`config.mk`:
```
export PLATFORM = sky130hd
export DESIGN_NAME = class_tree_walker
export DESIGN_NICKNAME = d
export VERILOG_FILES = /design/src/rtl/class_tree_walker.sv
export SDC_FILE = /design/constraint.sdc
export NUM_CORES = 2
export LEC_CHECK = 0
export ABC_AREA = 1
export ABC_CLOCK_PERIOD_IN_PS = 2200
export CAP_MARGIN = 10
export CORE_MARGIN = 1.5
export CORE_UTILIZATION = 25
export CTS_BUF_LIST = sky130_fd_sc_hd__clkbuf_16
export CTS_CLUSTER_SIZE = 25
export DETAILED_ROUTE_END_ITERATION = 8
export SLEW_MARGIN = 20
export SYNTH_ARGS = -nofsm -noshare
export SYNTH_HDL_FRONTEND = slang
export SYNTH_SLANG_ARGS = --single-unit
```
`constraint.sdc`:
```
create_clock -name clk -period 2.2 [get_ports clk]
set_input_delay 0.22 -clock clk [delete_from_list [all_inputs] [get_ports clk]]
set_output_delay 0.22 -clock clk [all_outputs]
set_load 0.1 [all_outputs]
```
`src/rtl/class_tree_walker.sv`:
```
// class_tree_walker: walks a binary decision tree held in a register-array
// node table, one node per cycle, to classify a binary feature vector.
//
// Node word layout (MSB..LSB): {leaf, feat, t_child, f_child, class}.
// A non-leaf node tests feature bit [feat]. A set bit moves to t_child and a
// clear bit moves to f_child. A feat index >= N_FEAT reads as 0. A walk that
// visits MAX_STEPS nodes without reaching a leaf ends with o=0, o_err=1.
//
// Ports:
//   clk, rst            clock, synchronous active-high reset
//   i, in_valid         feature vector and its valid; accepted while in_ready
//   in_ready            high in IDLE
//   o, o_err, out_valid result class, step-limit flag, result valid (DONE)
//   out_ready           downstream accepts the result
//   nw_en/addr/data     node-table write port; acts only when not busy
//   busy                high outside IDLE
//   stat_cnt            completed-result count (saturating)
//
// Optional feature: define TREE_STATS_EN to build the stat_cnt counter.
// Without it, stat_cnt is tied to 0.
module class_tree_walker #(
  parameter  int N_FEAT    = 51,
  parameter  int N_NODES   = 64,
  parameter  int CLASS_W   = 2,
  parameter  int MAX_STEPS = 16,
  localparam int ADDR_W    = $clog2(N_NODES),
  localparam int FIDX_W    = $clog2(N_FEAT),
  localparam int NODE_W    = 1 + FIDX_W + 2*ADDR_W + CLASS_W
) (
  input  logic               clk,
  input  logic               rst,
  input  logic [N_FEAT-1:0]  i,
  input  logic               in_valid,
  output logic               in_ready,
  output logic [CLASS_W-1:0] o,
  output logic               o_err,
  output logic               out_valid,
  input  logic               out_ready,
  input  logic               nw_en,
  input  logic [ADDR_W-1:0]  nw_addr,
  input  logic [NODE_W-1:0]  nw_data,
  output logic               busy,
  output logic [15:0]        stat_cnt
);

  localparam int STEP_W = $clog2(MAX_STEPS + 1);
  localparam int FPAD   = 1 << FIDX_W;
  localparam logic [STEP_W-1:0] LAST_STEP = STEP_W'(MAX_STEPS - 1);
  localparam logic [FIDX_W:0]   NF        = FIDX_W'(N_FEAT - 1) + 1'b1;
  localparam logic [NODE_W-1:0] LEAF0     = {1'b1, {(NODE_W-1){1'b0}}};

  typedef enum logic [1:0] {IDLE, WALK, DONE} state_t;

  state_t              state, state_nx;
  logic [N_FEAT-1:0]   feat_q;
  logic [ADDR_W-1:0]   cur, cur_nx;
  logic [STEP_W-1:0]   steps, steps_nx;
  logic                hit, hit_nx;
  logic [CLASS_W-1:0]  o_nx;
  logic                o_err_nx;
  logic [NODE_W-1:0]   node [N_NODES];

  // Combinational decode of the current node.
  logic [NODE_W-1:0]   nd;
  logic                nd_leaf;
  logic [FIDX_W-1:0]   nd_feat;
  logic [ADDR_W-1:0]   nd_t, nd_f;
  logic [CLASS_W-1:0]  nd_cls;
  logic [FPAD-1:0]     feat_pad;
  logic                fbit;

  assign nd       = node[cur];
  assign nd_leaf  = nd[NODE_W-1];
  assign nd_feat  = nd[NODE_W-2 -: FIDX_W];
  assign nd_t     = nd[2*ADDR_W+CLASS_W-1 -: ADDR_W];
  assign nd_f     = nd[ADDR_W+CLASS_W-1 -: ADDR_W];
  assign nd_cls   = nd[CLASS_W-1:0];
  // Pad to the full index range so any feat value selects in range; the
  // compare forces out-of-range features to 0.
  assign feat_pad = FPAD'(feat_q);
  assign fbit     = feat_pad[nd_feat] & ({1'b0, nd_feat} < NF);

  assign in_ready  = (state == IDLE);
  assign out_valid = (state == DONE);
  assign busy      = (state != IDLE);

  // The walk registers its result and raises hit. DONE follows one cycle
  // later, so a leaf at depth d gives out_valid d+2 edges after acceptance.
  always_comb begin
    state_nx = state;
    cur_nx   = cur;
    steps_nx = steps;
    hit_nx   = hit;
    o_nx     = o;
    o_err_nx = o_err;
    case (state)
      IDLE: begin
        if (in_valid) begin
          state_nx = WALK;
          cur_nx   = '0;
          steps_nx = '0;
          hit_nx   = 1'b0;
        end
      end
      WALK: begin
        if (hit) begin
          state_nx = DONE;
        end else if (nd_leaf) begin
          o_nx     = nd_cls;
          o_err_nx = 1'b0;
          hit_nx   = 1'b1;
        end else if (steps == LAST_STEP) begin
          // MAX_STEPS nodes visited with no leaf: abort.
          o_nx     = '0;
          o_err_nx = 1'b1;
          hit_nx   = 1'b1;
          steps_nx = steps + 1'b1;
        end else begin
          cur_nx   = fbit ? nd_t : nd_f;
          steps_nx = steps + 1'b1;
        end
      end
      DONE: begin
        if (out_ready) state_nx = IDLE;
      end
      default: state_nx = IDLE;
    endcase
  end

  always_ff @(posedge clk) begin
    if (rst) begin
      state  <= IDLE;
      cur    <= '0;
      steps  <= '0;
      hit    <= 1'b0;
      o      <= '0;
      o_err  <= 1'b0;
      feat_q <= '0;
    end else begin
      state <= state_nx;
      cur   <= cur_nx;
      steps <= steps_nx;
      hit   <= hit_nx;
      o     <= o_nx;
      o_err <= o_err_nx;
      if (state == IDLE && in_valid) feat_q <= i;
    end
  end

  // Node table. Writes are accepted only in IDLE. A write on the accepting
  // edge lands before the first evaluation, so the walk sees it.
  always_ff @(posedge clk) begin
    if (rst) begin
      for (int k = 0; k < N_NODES; k++) node[k] <= LEAF0;
    end else if (nw_en && state == IDLE) begin
      node[nw_addr] <= nw_data;
    end
  end

`ifdef TREE_STATS_EN
  logic [15:0] cnt;
  always_ff @(posedge clk) begin
    if (rst)
      cnt <= '0;
    else if (out_valid && out_ready && cnt != 16'hFFFF)
      cnt <= cnt + 1'b1;
  end
  assign stat_cnt = cnt;
`else
  assign stat_cnt = '0;
`endif

endmodule

```
## Word level (Yosys, flattened, before mapping)

Memories as Yosys holds them, arrays and structs flattened. A register that Yosys moved wholly into a read port is not among the register bits.
Cells that the tools add are included.

| storage, ports and cells | value |
|---|---|
| bits in registers | 68 |
| bits in writable memories | 1344 |
| input bits | 83 |
| output and inout bits | 22 |
| logic and storage cells | 69 |
| memories | 1 |

| cells by class | value |
|---|---|
| add/sub/neg operators | 1 |
| $lt $le $gt $ge | 2 |
| equality and inequality tests | 9 |
| muxes and demuxes | 35 |
| bitwise gates (word level) | 2 |
| reduce and logical (&&, ||, !) cells | 12 |

Memory list:

| memory | words | width | rd ports | clocked after Yosys merged registers in | wr ports | RTL line | source |
|---|---|---|---|---|---|---|---|
| node | 64 | 21 | 1 | 1 | 64 | 61 | `logic [NODE_W-1:0] node [N_NODES];` |

Operators with widths:

| operator | count |
|---|---|
| $mux 6 | 8 |
| $mux 21 | 1 |
| $reduce_or 21->1 | 1 |
| $mux 5 | 3 |
| $mux 1 | 13 |
| $pmux 6 s2 | 1 |
| $mux 2 | 5 |
| $ne 2x2->1 const B | 5 |
| $pmux 5 s2 | 1 |
| $lt 6x7->1 const B | 1 |
| $bmux 1 s6 | 1 |
| $lt 6x6->1 const B | 1 |
| $pmux 2 s3 | 1 |
| $reduce_and 3->1 | 2 |
| $reduce_bool 2->1 | 3 |
| $add 5x1->5 const B | 1 |
| $eq 5x4->1 const B | 1 |
| $reduce_and 5->1 | 1 |
| $reduce_and 4->1 | 1 |
| $eq 2x1->1 const B | 1 |
| $eq 2x2->1 const B | 1 |
| $logic_and 1x1->1 | 2 |
| $logic_not 2->1 | 1 |
| $ne 2x1->1 const B | 1 |
| other kinds (4) | 4 |

## Depth between registers and ports, before layout

| depth | value |
|---|---|
| depth in word-level cells | 10 |
| mapped depth | 23 |
| mapped depth without buffers | 22 |

## Worst setup path after synthesis

OpenSTA, ideal clock, no wires.

| path | value |
|---|---|
| kind | flip-flop to flip-flop |
| from | register state[1] |
| to | memory node[12][0] (netlist bit) (enable) |
| library setup time | 0.378 ns |
| arrival time | 3.268 ns |
| required time | 1.822 ns |
| slack | -1.446 ns |
| stages on the path, launching flop included | 9 |
| buffers on the path | 1 |
| period minus slack after synthesis | 3.646 ns |
| path through | dfxtp_1 -> nor2_1 -> nand3_1 -> inv_1 -> nand4_1 -> nor2_1 -> inv_1 -> clkbuf_1 -> nand2_1 |

RTL lines:

| item | RTL line | source |
|---|---|---|
| start, declared | 54 | `state_t state, state_nx;` |
| start signal, assigned | 140 | `state <= state_nx;` |
| end, declared | 61 |  |

==> impl_metrics.env <==
export IMPL_ys_ff_latch=1418
export IMPL_clk_path_buf_depth=3
export IMPL_fmax_ghz=0.317
export IMPL_place_area_mm2=0.0729
export IMPL_final_common_cell="nor2_1"
export IMPL_diodes=0
export IMPL_async_reset_ff_frac=0
export IMPL_worst_slack_ns=-0.957
export IMPL_critPathKind="reg -> reg"
export IMPL_grt_overflow=0
export IMPL_p_int_mw=46.4
export IMPL_finalSetupViolations=21
export IMPL_wire_per_inst_um=22.3
export IMPL_ys_warn_count=0
export IMPL_pwr_share_seq=0.507
export IMPL_ant_nets=0
export IMPL_critPathMaxFanout=22
export IMPL_dieArea_mm2=0.256
export IMPL_cts_max_level=4
export IMPL_leakage_nw=30.0
export IMPL_seq_area_frac_synth=0.662
export IMPL_p_switching_mw=14.6
export IMPL_drv_cap=0
export IMPL_grt_max_degree=65
export IMPL_min_from="i[9]"
export IMPL_synth_edf_count=1344
export IMPL_grt_util_all_layers=0.166
export IMPL_outcome="finished, violations left"
export IMPL_final_cell_mix="nor2_1 (1675), edfxtp_1 (1344), nand2_1 (848)"
export IMPL_p_comb_frac=0.075
export IMPL_p_clk_frac=0.418
export IMPL_swShare=0.239
export IMPL_final_util=0.319
export IMPL_p_per_area_mw_per_mm2=759
export IMPL_r2r_cells=15
export IMPL_required_ns=2.88
export IMPL_ir_drop_v=0.000725
export IMPL_dp_hpwl_um=135000
export IMPL_die_width_um=506
export IMPL_grt_pass1_vias=48100
export IMPL_initial_utilization=0.251
export IMPL_clock_latency_ns=0.82
export IMPL_min_period_ns=3.16
export IMPL_first_iter_violations=7256
export IMPL_dr_total_vias=50700
export IMPL_start_kind="flip-flop"
export IMPL_first_pass_iters=8
export IMPL_reg2reg_setup_slack_ns=-0.96
export IMPL_relSlewSlack=0.210
export IMPL_ctsRootBufferMaster="clkbuf_16"
export IMPL_antenna_found_initial=10
export IMPL_grt_pass1_wl_um=320000
export IMPL_port_buffer_count=88
export IMPL_ys_flop_type="edfxtp_1"
export IMPL_clk_pin_slew_ns=0.06
export IMPL_tritoncts="yes"
export IMPL_cts_made_buffers=156
export IMPL_vias_per_cell=5.06
export IMPL_hold_class="in -> reg"
export IMPL_cp_end_kind="flip-flop"
export IMPL_dieHeight_um=506
export IMPL_tightest_slew_ns=1.18
export IMPL_syn_inst=6159
export IMPL_cts_sinks=1418
export IMPL_fin_worst_skew_ns=0.0348
export IMPL_fin_crit_sh=1.43
export IMPL_hold_violations=0
export IMPL_drv_slew=0
export IMPL_wirelength_um=223000
export IMPL_min_path_cells=3
export IMPL_fillCellCount=25100
export IMPL_placementRows=184
export IMPL_nets=6633
export IMPL_final_layout_size_suffix_gt1_frac=0.184
export IMPL_num_io_pins=105
export IMPL_syn2layout_area_growth_pct=27.1
export IMPL_crit_arrival_ns=3.83
export IMPL_syn_area_per_cell_um2=10.3
export IMPL_synth_area_mm2=0.0632
export IMPL_core_area_mm2=0.251
export IMPL_r2r_end="cur[2]"
export IMPL_crit_end="cur[2]"
export IMPL_ys_types=38
export IMPL_violations="DRC, setup timing"
export IMPL_stdcell_area_mm2=0.0803
export IMPL_drcViolationCount=22
export IMPL_place_gp_congestion=0.922
export IMPL_rsz0062_at_grt="true"
synth_stat cells, types with 74 or more instances:
cell type,number,share of area
a221oi_1,88,0.012
o22ai_1,141,0.014
a21oi_1,323,0.026
nor2_1,1706,0.10
a32o_1,95,0.015
dfxtp_1,74,0.023
nand2_1,935,0.056
inv_1,110,0.0065
clkbuf_1,354,0.021
buf_2,135,0.011
nand3_1,213,0.017
edfxtp_1,1344,0.64
o21ai_0,391,0.031
final cells by class:
cell class	instances	area (um^2)	area share
clock inverter	117	851	0.0106
timing repair inverter	4	40.0	0.000499
clock buffer	162	4050	0.0505
inverter	142	604	0.00753
multi-input combinational	4040	20000	0.249
tap	3348	4190	0.0522
sequential	1418	41900	0.521
timing repair buffer	786	8740	0.109
registers in the layout (all words and copies together), names as in the netlist, named ones only:
name    cells
feat_q     51
steps       5
node     1344
state       2
o           2
hit         1
o_err       1
cur         6
power groups by stage:
stage | clock network (mW) | registers, mW | logic, mW
floorplan | 0 | 31.3 | 2.15
global placement | 0 | 31.4 | 4.17
detailed placement | 0 | 31.4 | 4.20
CTS | 25.7 | 30.8 | 4.38
global route | 26.7 | 30.9 | 4.79
finish | 25.5 | 30.9 | 4.58
per-layer routing:
layer | global-route usage | routed length [um] | up-vias
li1 | - | - | 22200
met1 | 0.224 | 90100 | 25100
met2 | 0.263 | 102000 | 2979
met3 | 0.0307 | 23000 | 468
met4 | 0.0642 | 8550 | 16
met5 | 0 | 159 | -
through the flow:
step / instances / total power [mW] / setup WS (ns) / TNS [ns] / hold WS (ns)
final: 10000 / 60.9 / -0.957 / -15.31 / 0.0673
after global routing: 10000 / 62.5 / -0.963 / -17.27 / 0.0629
after CTS: 9981 / 61.0 / -0.742 / -13.37 / 0.0169
after detailed placement: 9663 / 35.6 / -1.12 / -788.31 / 0.450
after global placement: 9663 / 35.6 / -1.01 / -784.60 / 0.447
after floorplan: 6174 / 33.4 / -0.105 / -30.47 / 0.387
critical path, cell delays in order (launching register included):
cell and delay (ns):
dfxtp_4 0.35, buf_12 0.17, buf_16 0.18, buf_16 0.16, buf_4 0.15, buf_4 0.21, a21oi_1 0.15, a32o_1 0.24
o21ai_0 0.12, o22ai_1 0.42, o21ai_2 0.15, buf_4 0.17, o22ai_1 0.30, nand2_2 0.10, nand3_2 0.07, a21oi_2 0.06
cells by family (layout without fill, tap and decap cells):
family,after synthesis,count (layout),share of synthesized area
adders and majority gates,2,2,0.000396
other,1,16,0.0000593
buffers and inverters,732,1211,0.0530
and+or+nand+nor,2885,2901,0.177
AOI/OAI and AO/OA,1121,1121,0.108
DFF,1418,1418,0.662
timing repair:
item,in CTS,in global routing
pin swaps,32,45
buffers inserted,16,13
resized for setup,210,139
gates cloned,23,24
endpoints found under the setup margin,659,605
hold buffers,0,0
worst min path at each step:
| stage | end |
|---|---|
| 5_1_grt | state[1] |
| 4_1_cts | state[1] |
| 3_5_place_dp | flip-flop |
| 6_report | feat_q[9] |
| 2_1_floorplan | feat_q[0] |
| 3_3_place_gp | flip-flop |
Power figures use the tool's default switching activity.
